**src/rtl/imem_boot_loader.sv**
```systemverilog
`default_nettype none
// ============================================================================
// Module   : imem_boot_loader
// Function : loads a checksummed UART frame into instruction memory, then
//            releases the core from reset
// Revision : 1.0
// ============================================================================
module imem_boot_loader #(
   parameter int P_DATA_WIDTH = 32,
   parameter int P_ADDR_WIDTH = 11,
   parameter int P_TIMEOUT    = 100000
) (
   input  logic                    i_clk,
   input  logic                    i_rst_n,
   input  logic                    i_rx_valid,
   input  logic [7:0]              i_rx_data,
   output logic                    o_imem_we,
   output logic [P_ADDR_WIDTH-1:0] o_imem_addr,
   output logic [P_DATA_WIDTH-1:0] o_imem_wdata,
   output logic                    o_core_rst_n,
   output logic                    o_busy,
   output logic                    o_done,
   output logic                    o_error
);

   localparam logic [2:0] c_idle   = 3'd0;
   localparam logic [2:0] c_cnt_lo = 3'd1;
   localparam logic [2:0] c_cnt_hi = 3'd2;
   localparam logic [2:0] c_data   = 3'd3;
   localparam logic [2:0] c_check  = 3'd4;
   localparam logic [2:0] c_done   = 3'd5;
   localparam logic [2:0] c_error  = 3'd6;

   localparam logic [7:0]  c_magic     = 8'hA5;
   localparam logic [16:0] c_max_words = 17'(2 ** P_ADDR_WIDTH);
   localparam int          c_tmo_w     = (P_TIMEOUT > 2) ? $clog2(P_TIMEOUT) : 1;
   localparam logic [c_tmo_w-1:0] c_tmo_last = c_tmo_w'(P_TIMEOUT - 1);
   localparam logic [c_tmo_w-1:0] c_tmo_one  = c_tmo_w'(1);

   logic [2:0]              r_state;
   logic [15:0]             r_count;
   logic [15:0]             r_word_idx;
   logic [1:0]              r_byte_idx;
   logic [23:0]             r_lanes;
   logic [7:0]              r_csum;
   logic [c_tmo_w-1:0]      r_tmo;
   logic                    r_we;
   logic [P_ADDR_WIDTH-1:0] r_addr;
   logic [P_DATA_WIDTH-1:0] r_wdata;

   logic [15:0] w_n;
   logic        w_last_word;
   logic        w_busy;

   assign w_n         = {i_rx_data, r_count[7:0]};
   assign w_last_word = (r_word_idx == (r_count - 16'd1));
   assign w_busy      = (r_state == c_cnt_lo) || (r_state == c_cnt_hi) ||
                        (r_state == c_data)   || (r_state == c_check);

   always_ff @(posedge i_clk or negedge i_rst_n) begin
      if (!i_rst_n) begin
         r_state    <= c_idle;
         r_count    <= '0;
         r_word_idx <= '0;
         r_byte_idx <= '0;
         r_lanes    <= '0;
         r_csum     <= '0;
         r_tmo      <= '0;
         r_we       <= 1'b0;
         r_addr     <= '0;
         r_wdata    <= '0;
      end else begin
         r_we <= 1'b0;
         case (r_state)
            c_idle, c_error: begin
               if (i_rx_valid && (i_rx_data == c_magic)) r_state <= c_cnt_lo;
            end
            c_cnt_lo: begin
               if (i_rx_valid) begin
                  r_count[7:0] <= i_rx_data;
                  r_state      <= c_cnt_hi;
               end
            end
            c_cnt_hi: begin
               if (i_rx_valid) begin
                  r_count[15:8] <= i_rx_data;
                  if ((w_n == 16'd0) || ({1'b0, w_n} > c_max_words)) begin
                     r_state <= c_error;
                  end else begin
                     r_word_idx <= '0;
                     r_byte_idx <= '0;
                     r_csum     <= '0;
                     r_state    <= c_data;
                  end
               end
            end
            c_data: begin
               if (i_rx_valid) begin
                  r_csum     <= r_csum ^ i_rx_data;
                  r_byte_idx <= r_byte_idx + 2'd1;
                  case (r_byte_idx)
                     2'd0: r_lanes[7:0]   <= i_rx_data;
                     2'd1: r_lanes[15:8]  <= i_rx_data;
                     2'd2: r_lanes[23:16] <= i_rx_data;
                     default: begin
                        // The 4th byte goes straight into the write register
                        r_we       <= 1'b1;
                        r_addr     <= r_word_idx[P_ADDR_WIDTH-1:0];
                        r_wdata    <= P_DATA_WIDTH'({i_rx_data, r_lanes});
                        r_word_idx <= r_word_idx + 16'd1;
                        if (w_last_word) r_state <= c_check;
                     end
                  endcase
               end
            end
            c_check: begin
               if (i_rx_valid) r_state <= (i_rx_data == r_csum) ? c_done : c_error;
            end
            c_done: r_state <= c_done;
            default: r_state <= c_idle;
         endcase

         // Inter-byte timeout only applies while a load is in flight
         if (w_busy && !i_rx_valid) begin
            if (r_tmo == c_tmo_last) begin
               r_state <= c_error;
               r_tmo   <= '0;
            end else begin
               r_tmo <= r_tmo + c_tmo_one;
            end
         end else begin
            r_tmo <= '0;
         end
      end
   end

   assign o_imem_we    = r_we;
   assign o_imem_addr  = r_addr;
   assign o_imem_wdata = r_wdata;
   assign o_busy       = w_busy;
   assign o_done       = (r_state == c_done);
   assign o_error      = (r_state == c_error);
   assign o_core_rst_n = (r_state == c_done);

endmodule
`default_nettype wire

```
**config.mk**
```make
export PLATFORM = sky130hd
export DESIGN_NAME = imem_boot_loader
export DESIGN_NICKNAME = d
export VERILOG_FILES = /design/src/rtl/imem_boot_loader.sv
export SDC_FILE = /design/constraint.sdc
export NUM_CORES = 1
export LEC_CHECK = 0
export BUFFER_PORTS_ARGS = -buffer_cell sky130_fd_sc_hd__buf_4
export CAP_MARGIN = 40
export CELL_PAD_IN_SITES_DETAIL_PLACEMENT = 0
export CELL_PAD_IN_SITES_GLOBAL_PLACEMENT = 1
export CORE_ASPECT_RATIO = 2
export CORE_UTILIZATION = 40
export CTS_CLUSTER_DIAMETER = 150
export DETAILED_ROUTE_END_ITERATION = 10
export PLACE_DENSITY_LB_ADDON = 0.08
export SKIP_LAST_GASP = 1
export SLEW_MARGIN = 10
export SYNTH_ARGS = -nofsm -noshare
export SYNTH_HDL_FRONTEND = slang
export SYNTH_SLANG_ARGS = --single-unit
```
**constraint.sdc**
```tcl
create_clock -name i_clk -period 2.47 [get_ports i_clk]
set_clock_uncertainty 0.2 [all_clocks]
set_input_delay 0.494 -clock i_clk [delete_from_list [all_inputs] [get_ports i_clk]]
set_output_delay 0.494 -clock i_clk [all_outputs]
set_load 0.05 [all_outputs]
```
==> results.json, run 1 <==
{
  "worst_slew_pin_slew_ns": 0.599,
  "grt_antenna_before_repair": 0,
  "hold_path.class": "in -> reg",
  "core_region_area_sq_mm": 0.0149,
  "synthMuxAreaShare_pct": 15.0,
  "cp_cell_sequence": "nor4_4, buf_4, buf_4, and4_4, a31oi_4, or4_4, o21ai_4, nand3_2",
  "final_area_sq_mm": 0.00779,
  "rows": 63,
  "mostFrequentLayoutCell": "dfrtp_1",
  "final_cells": 852,
  "cp_slowest_cell": "or4_4",
  "path_clk_slew_ns": 0.05,
  "crit_required_ns": 2.56,
  "detail-route-antenna-nets": 0,
  "synth_top_family_by_area": "multiplexers",
  "syn_nets": 562,
  "syn2layout_area_growth_pct": 26.9,
  "rsz0062_at_grt": "true",
  "grt_pass1_wl_mm": 24.2,
  "port-buffer-count": 58,
  "firstDrtPassIters": 6,
  "hold_ws_ns": 0.196,
  "dpl.cell_count": 815,
  "fin_nets": 664,
  "synthAdderAreaFrac_pct": 1.43,
  "diodes": 0,
  "synth-main-ff-cell": "dfrtp_1",
  "first_global_vias": 4661,
  "first_iter_violations": 101,
  "dp_hpwl_mm": 11.2,
  "die_w_um": 89.6,
  "setup_viol": 3,
  "cts_made_buffers": 17,
  "ir_worst_vdd_mv": 0.416,
  "slew_viol_final": 0,
  "fp.dieH_um": 177,
  "path_max_fanout": 3,
  "grtUsageTotal_pct": 21.1,
  "total_power_uw": 4840,
  "synthXorXnorAreaFrac_pct": 8.11,
  "drive_above_1_share_pct": 37.4,
  "fp.dieArea_sq_mm": 0.0159,
  "synth-seq-cells": 130,
  "synth-edff-count": 0,
  "synth_cell_types": 51,
  "cp_common_cell": "buf_4",
  "leakage_uw": 0.00372,
  "slew_headroom_pct": 60.0,
  "period_minus_slack_ns": 2.55,
  "place_congestion": 0.864,
  "violations": "negative setup slack",
  "start_util_pct": 41.2,
  "fin_crit_sh_pct": 103,
  "cp-start-kind": "flip-flop",
  "netlist_area_sq_mm": 0.00614,
  "wirelength_mm": 15.2,
  "synth_warnings": 0,
  "pin_count": 59,
  "max_stage_delay_ns": 0.52,
  "cts_buffer_depth": 2,
  "synth_area_per_cell_sq_um": 11.3,
  "cts_tree": "done",
  "synth_compound_area_share_pct": 4.85,
  "critical-path-top-delay-family": "simple AND/OR/NAND/NOR gates",
  "wl_per_cell_um": 17.8,
  "avgViaCountPerCell": 5.23,
  "clock_latency_ns": 0.42,
  "grt_max_degree": 46,
  "hold_viol": 0,
  "power_density_mw_per_mm2": 622,
  "synthSimpleGateAreaFrac_pct": 14.9,
  "h-tree-depth": 4,
  "post-route-util_pct": 52.3,
  "worstPathArrival_ns": 2.64,
  "clock_tree.root_cell": "clkbuf_16",
  "max_freq_mhz": 392,
  "syn-instance-count": 544,
  "end_kind": "flip-flop",
  "place_area_sq_mm": 0.00709,
  "seq_area_frac_synth_pct": 53.0,
  "worstSetupPathType": "reg -> reg",
  "ys_async_sr_fraction_pct": 100,
  "status": "complete, but fails checks",
  "grt.overflow.total": 0,
  "cap_viol_max_count": 0,
  "cts.sinks": 130,
  "drc_errors": 0,
  "setup_slack_ns": -0.0821,
  "final_cell_mix": "dfrtp_1 (129), buf_4 (106), mux2_2 (82)",
  "crit_buf_inv": 2,
  "vias": 4452
}
-- logic make-up after synthesis --
| group | Yosys count |
|---|---|
| flops | 130 |
| fa+ha+maj | 7 |
| mux | 82 |
| buf+inv | 40 |
| simple gates | 178 |
| compound gates | 51 |
| xor+xnor | 56 |
-- synthesized netlist by cell type, types with 2 or more instances --
| cell | number | share of area [%] |
|---|---|---|
| dfrtp_1 | 130 | 53 |
| mux2_2 | 82 | 15 |
| nor2_1 | 63 | 3.9 |
| xor2_1 | 33 | 4.7 |
| nand2_1 | 25 | 1.5 |
| xnor2_1 | 22 | 3.1 |
| clkbuf_1 | 20 | 1.2 |
| nand3_1 | 18 | 1.5 |
| a21oi_1 | 16 | 1.3 |
| o21ai_0 | 16 | 1.3 |
| nand4_1 | 15 | 1.5 |
| inv_1 | 11 | 0.67 |
| nor3_1 | 10 | 0.82 |
| buf_2 | 7 | 0.57 |
| ha_1 | 7 | 1.4 |
| nor4_1 | 7 | 0.71 |
| or3_1 | 7 | 0.71 |
| and3_1 | 5 | 0.51 |
| nand2b_1 | 5 | 0.51 |
| a31oi_1 | 4 | 0.41 |
| nor2b_1 | 3 | 0.31 |
| o21ai_1 | 3 | 0.24 |
| a211oi_1 | 2 | 0.24 |
| a311oi_1 | 2 | 0.29 |
| and3b_1 | 2 | 0.29 |
| and4_1 | 2 | 0.29 |
| nand4b_1 | 2 | 0.29 |
| or2_2 | 2 | 0.20 |
-- layout make-up --
class / count / area [sq um]
clock inverter: 8 / 65.1
clock buffer: 22 / 444
multi-input combinational: 374 / 2860
timing repair buffer: 112 / 880
inverter: 11 / 41.3
sequential: 130 / 3250
tap: 195 / 244
fill: 1312 / 7110
-- final timing paths --
check / cells after the start / slack [ns] / end / from
max: 8 / -0.08 / r_state[1] / r_count[5]
min: 2 / 0.20 / r_lanes[14] / i_rx_data[6]
max reg2reg: 8 / -0.08 / r_state[1] / r_count[5]
min reg2reg: 1 / 0.29 / r_tmo[0] / r_tmo[0]
max in group asynchronous: 3 / 0.96 / r_word_idx[3] / i_rst_n
min in group asynchronous: 2 / 0.42 / r_word_idx[13] / i_rst_n
-- flip-flops by register name, indices dropped and copies added, names as in the netlist --
signal / cells
r_word_idx: 16
o_imem_we: 1
r_state: 3
o_imem_addr: 11
r_tmo: 17
r_csum: 8
r_lanes: 24
r_count: 16
o_imem_wdata: 32
r_byte_idx: 2
-- power by group --
part	internal [uW]	switching, uW	total (uW)
Clock	1350	858	2210
Combinational	152	255	406
Sequential	2170	50.9	2220
-- per-layer routing --
layer	track usage [%]	routed length, um	part of all wire (%)
met2	37.5	8470	56
met4	12.0	690	4.5
met1	22.0	5660	37
met3	4.66	378	2.5
met5	0	0	0
-- through the flow --
stage	setup WS, ns	TNS (ns)
global placement	-0.0823	-0.659
global route	-0.137	-0.349
CTS	-0.105	-0.387
floorplan	0.0184	0
detailed placement	-0.153	-0.941
finish	-0.0821	-0.159
-- repair_timing --
action                     in CTS  in global routing
hold buffers                    1                  0
setup endpoints to repair      12                 13
hold endpoints to repair       37                  0
buffers inserted                2                  4
pin swaps                       9                 10
resized for setup               7                 21
Note: power is estimated with default switching activity, not from simulation.
==> inputs of run 2 (changes only) <==
--- a/config.mk
+++ b/config.mk
@@ -6,11 +6,8 @@
 export NUM_CORES = 1
 export LEC_CHECK = 0
 export BUFFER_PORTS_ARGS = -buffer_cell sky130_fd_sc_hd__buf_4
-export CAP_MARGIN = 40
-export CELL_PAD_IN_SITES_DETAIL_PLACEMENT = 0
-export CELL_PAD_IN_SITES_GLOBAL_PLACEMENT = 1
 export CORE_ASPECT_RATIO = 2
-export CORE_UTILIZATION = 40
+export CORE_UTILIZATION = 53
 export CTS_CLUSTER_DIAMETER = 150
 export DETAILED_ROUTE_END_ITERATION = 10
 export PLACE_DENSITY_LB_ADDON = 0.08
==> run 2 against run 1 <==
The flow still finishes with violations (negative setup slack). Global-route usage is 3.7 points higher. Combinational power shrank 3%. Worst setup slack improved by 0.039 ns. Critical path type unchanged. Register-to-register slack better by 0.04 ns. Core utilization is 16 points higher. Via count decreased by 0.72%. Die area is 24% lower. First-iteration DRC count up 30%. Sequential power hardly changed. Final cell count fell by 6.7%. Critical endpoint unchanged. Largest power group is now the clock network. Routed wire length shrank 6.2%. Non-clock buffer count is 5 lower.
==> results.json, run 2 (synthesis gave the netlist of run 1 again) <==
{
  "grt_antenna_before_repair": 0,
  "fin_nets": 659,
  "port-buffer-count": 58,
  "detail-route-antenna-nets": 0,
  "place_ws_ns": -0.0757,
  "period_minus_slack_ns": 2.51,
  "final_cells": 795,
  "avgViaCountPerCell": 5.56,
  "drive_above_1_share_pct": 36.3,
  "path_max_fanout": 4,
  "wl_per_cell_um": 17.9,
  "vias": 4420,
  "cts_made_buffers": 17,
  "dp_hpwl_mm": 10.3,
  "clock_latency_ns": 0.41,
  "ir_worst_vdd_mv": 0.631,
  "hold_path.class": "in -> reg",
  "cp-start-kind": "flip-flop",
  "rsz0062_at_grt": "true",
  "place_congestion": 0.878,
  "n_fill_cell": 885,
  "drc_errors": 0,
  "slew_headroom_pct": 68.1,
  "firstDrtPassIters": 4,
  "grt_pass1_wl_mm": 22.8,
  "grt.overflow.total": 0,
  "fp.dieH_um": 154,
  "mostFrequentLayoutCell": "dfrtp_1",
  "grt_max_degree": 69,
  "hold_ws_ns": 0.201,
  "total_power_uw": 5090,
  "diodes": 0,
  "wirelength_mm": 14.3,
  "fin_tns_setup_ns": -0.0862,
  "path_clk_slew_ns": 0.06,
  "end_kind": "flip-flop",
  "max_freq_mhz": 398,
  "fp.dieArea_sq_mm": 0.0120,
  "crit_required_ns": 2.55,
  "die_w_um": 78.1,
  "worst_slew_pin_slew_ns": 0.473,
  "largest_reg_flops": 32,
  "cap_viol_max_count": 0,
  "pin_count": 59,
  "core_region_area_sq_mm": 0.0113,
  "status": "complete, but fails checks",
  "worstSetupPathType": "reg -> reg",
  "setup_slack_ns": -0.0434,
  "start_util_pct": 54.4,
  "rows": 55,
  "violations": "negative setup slack",
  "h-tree-depth": 4,
  "syn2layout_area_growth_pct": 25.0,
  "power_density_mw_per_mm2": 663,
  "cts_tree": "done",
  "slew_viol_final": 0,
  "cts_buffer_depth": 2,
  "dpl.cell_count": 759,
  "first_global_vias": 4751,
  "setup_viol": 2,
  "clock_tree.root_cell": "clkbuf_16",
  "worstPathArrival_ns": 2.59,
  "fin_crit_sh_pct": 102,
  "cts.sinks": 130,
  "first_iter_violations": 131,
  "hold_viol": 0,
  "leakage_uw": 0.00370,
  "final_cell_mix": "dfrtp_1 (130), buf_4 (104), mux2_2 (82)",
  "grtUsageTotal_pct": 24.8
}
## run 2: changes by cell type in the layout (fill, tap and decap cells not counted), moves of 3 or more
| cell | delta |
|---|---|
| clkinvlp_4 | +3 |
| clkinv_2 | -6 |
| clkbuf_1 | -5 |
| inv_6 | +4 |
| buf_6 | -3 |
| nand3_1 | +3 |
## run 2: power by group
group          total (uW)  leakage [uW]  switching (uW)  internal (uW)
clock                2480      0.000282             957           1530
sequential           2210       0.00178            40.0           2170
combinational         392       0.00165             239            153
## run 2: area by class of cell
class | count | area, sq um | share of cell area, %
Tap cell | 142 | 178 | 2.32
Sequential cell | 130 | 3250 | 42.4
Clock buffer | 18 | 439 | 5.72
Inverter | 11 | 41.3 | 0.538
Multi-Input combinational cell | 374 | 2780 | 36.2
Clock inverter | 13 | 151 | 1.97
Timing Repair Buffer | 107 | 831 | 10.8
## run 2: stage by stage
step	util [%]	cell area, sq um
floorplan	-	6150
global placement	62.0	7000
detailed placement	62.0	7000
CTS	67.6	7630
global route	68.0	7670
finish	68.0	7670
## run 2: timing repair
item / CTS / global route
hold buffers: 1 / 0
pin swaps: 1 / 1
hold endpoints to repair: 21 / 0
resized for setup: 3 / 4
setup buffers: 2 / 2
endpoints found under the setup margin: 5 / 13
## run 2: critical path, cell delays in order (launching register included)
cell	delay, ns
dfrtp_1	0.42
or4_4	0.56
nor4_2	0.20
xnor2_1	0.15
nand4_1	0.15
or4_4	0.47
o21ai_4	0.15
nand3_1	0.08
## run 2: path summary, 6_finish.rpt
kind	start	to	slack (ns)	cells past startpoint
worst max register to register	r_count[2]	r_state[1]	-0.04	7
min in group asynchronous	i_rst_n	r_count[15]	0.34	2
worst max-delay path	r_count[2]	r_state[1]	-0.04	7
max in group asynchronous	i_rst_n	o_imem_addr[4]	1.01	3
worst min-delay path	i_rx_data[5]	o_imem_wdata[29]	0.20	2
worst min register to register	r_tmo[0]	r_tmo[0]	0.30	1
## run 2: metal layers
layer  vias up  wire length, um  part of all wire, %  track usage (%)
met3        28              337                  2.4             4.31
met4         0              427                  3.0             11.9
met1      2228             5390                   38             26.0
li1       2088                -                    -                -
met5         -                0                    0                0
met2        76             8090                   57             46.7
==> inputs of run 3 (changes only) <==
--- a/config.mk
+++ b/config.mk
@@ -7,7 +7,8 @@
 export LEC_CHECK = 0
 export BUFFER_PORTS_ARGS = -buffer_cell sky130_fd_sc_hd__buf_4
 export CORE_ASPECT_RATIO = 2
-export CORE_UTILIZATION = 53
+export CORE_UTILIZATION = 55
+export CTS_BUF_LIST = sky130_fd_sc_hd__clkbuf_4 sky130_fd_sc_hd__clkbuf_8
 export CTS_CLUSTER_DIAMETER = 150
 export DETAILED_ROUTE_END_ITERATION = 10
 export PLACE_DENSITY_LB_ADDON = 0.08
==> run 3 against run 2 <==
The run still ends with negative setup slack left. Non-clock buffer count is 8 lower. Sequential share of layout area is 1.4 points higher. Critical path depth stayed put. Global-route usage is 1.5 points higher. Fmax is 1.3% lower. Core utilization is 0.32 points higher. Register-to-register slack worse by 0.03 ns. Sequential power hardly changed. Clock power is 28% lower. Die area is 3.6% lower.
==> results.json, run 3 (synthesis gave the netlist of run 1 again) <==
{
  "status": "complete, but fails checks",
  "violations": "negative setup slack",
  "place_area_sq_mm": 0.00693,
  "h-tree-depth": 4,
  "leakage_uw": 0.00357,
  "hold_path.class": "in -> reg",
  "syn2layout_area_growth_pct": 21.0,
  "cts_made_buffers": 17,
  "end_kind": "flip-flop",
  "core_region_area_sq_mm": 0.0109,
  "path_max_fanout": 5,
  "n_fill_cell": 821,
  "crit_buf_inv": 0,
  "drive_above_1_share_pct": 35.9,
  "crit_path_end": "r_state[1]",
  "setup_slack_ns": -0.0764,
  "diodes": 0,
  "cts.sinks": 130,
  "mostFrequentLayoutCell": "dfrtp_1",
  "period_minus_slack_ns": 2.55,
  "clock_tree.root_cell": "clkbuf_8",
  "grt_max_degree": 59,
  "port-buffer-count": 58,
  "fp.dieArea_sq_mm": 0.0116,
  "wl_per_cell_um": 18.0,
  "fp.dieH_um": 151,
  "fin_nets": 651,
  "timing.rr.end": "r_state[1]",
  "rsz0062_at_grt": "true",
  "startpoint": "r_count[5]",
  "crit_required_ns": 2.58,
  "power_density_mw_per_mm2": 591,
  "detail-route-antenna-nets": 0,
  "worstSetupPathType": "reg -> reg",
  "pin_count": 59,
  "cap_viol_max_count": 0,
  "grt.overflow.total": 0,
  "cts_tree": "done",
  "final_cell_mix": "dfrtp_1 (128), buf_4 (95), mux2_2 (82)",
  "place_ws_ns": -0.103,
  "drc_errors": 0,
  "r2r-start": "r_count[5]",
  "post-route-util_pct": 68.3,
  "total_power_uw": 4390,
  "critical-path-top-delay-family": "simple AND/OR/NAND/NOR gates",
  "cp_cell_sequence": "nor4_4, nand4_1, a311oi_1, a31oi_1, or4_4, o21ai_4, nand3_1",
  "hold_viol": 0,
  "seqCellArea_sq_mm": 0.00326,
  "max_freq_mhz": 393,
  "grtUsageTotal_pct": 26.3,
  "rows": 54,
  "multi_input_area_sq_mm": 0.00279,
  "setup_viol": 3,
  "final_cells": 786,
  "wirelength_mm": 14.1,
  "max_stage_delay_ns": 0.58,
  "place_congestion": 0.858,
  "first_global_vias": 4598,
  "vias": 4434,
  "die_w_um": 76.7,
  "slew_viol_final": 0,
  "cp_slowest_cell": "or4_4",
  "worst_slew_pin_slew_ns": 0.517,
  "first_iter_violations": 172,
  "dpl.cell_count": 748,
  "ir_worst_vdd_mv": 0.491,
  "grt_antenna_before_repair": 0,
  "fin_crit_sh_pct": 103,
  "avgViaCountPerCell": 5.64,
  "grt_pass1_wl_mm": 22.8,
  "largest_reg_flops": 32,
  "final_area_sq_mm": 0.00743,
  "worstRegToRegCells": 7,
  "r2r_slack_ns": -0.08,
  "clock_latency_ns": 0.44,
  "firstDrtPassIters": 4,
  "cp-start-kind": "flip-flop",
  "path_clk_slew_ns": 0.07,
  "worstPathArrival_ns": 2.66,
  "cp.depth": 7,
  "start_util_pct": 56.4,
  "cts_buffer_depth": 2,
  "slew_headroom_pct": 65.5,
  "dp_hpwl_mm": 10.1
}
run 3: repair_timing:
item / in CTS / in global routing
pin swaps: 1 / 3
endpoints found under the hold margin: 38 / 0
cloned: 0 / 0
resized for setup: 6 / 6
setup endpoints to repair: 4 / 5
hold buffers: 1 / 0
buffers inserted: 1 / 4
run 3: worst min-delay path by stage:
| stage | from | endpoint | slack [ns] | cells past startpoint |
|---|---|---|---|---|
| finish | i_rx_valid | r_state[1] | 0.23 | 3 |
| global route | i_rx_valid | r_state[1] | 0.23 | 3 |
| CTS | i_rx_valid | r_state[1] | 0.21 | 3 |
| detailed placement | r_tmo[0] | r_tmo[0] | 0.28 | 1 |
| global placement | r_tmo[0] | r_tmo[0] | 0.27 | 1 |
| floorplan | i_rst_n | o_imem_addr[0] | -0.002 | 0 |
run 3: tightest hold or removal path, stage by stage:
cell and delay [ns]:
buf_4 0.15, a41oi_1 0.11, nand3_1 0.07
run 3: through the flow:
step,hold WS (ns),TNS [ns]
6_report,0.227,-0.128
5_1_grt,0.226,-0.379
4_1_cts,0.211,-0.0277
3_5_place_dp,0.284,-0.193
3_3_place_gp,0.272,-0.0542
2_1_floorplan,-0.00159,0
run 3: cell type report:
type | count | area share [%]
Clock buffer | 17 | 3.15
Clock inverter | 15 | 2.12
Inverter | 11 | 0.556
Multi-Input combinational cell | 374 | 37.6
Sequential cell | 130 | 43.8
Tap cell | 140 | 2.36
Timing Repair Buffer | 99 | 10.4
run 3: metal layers:
layer,track usage (%),part of all wire [%],up-vias
met5,0,0,-
met4,14.1,2.5,0
met3,4.70,3.0,26
met2,48.9,58,104
met1,27.9,37,2237
li1,-,-,2067
run 3: where the power goes:
part	switching [uW]	internal, uW	leakage (uW)	total (uW)
clock	878	902	0.000189	1780
combinational	245	151	0.00161	395
sequential	45.1	2170	0.00177	2210
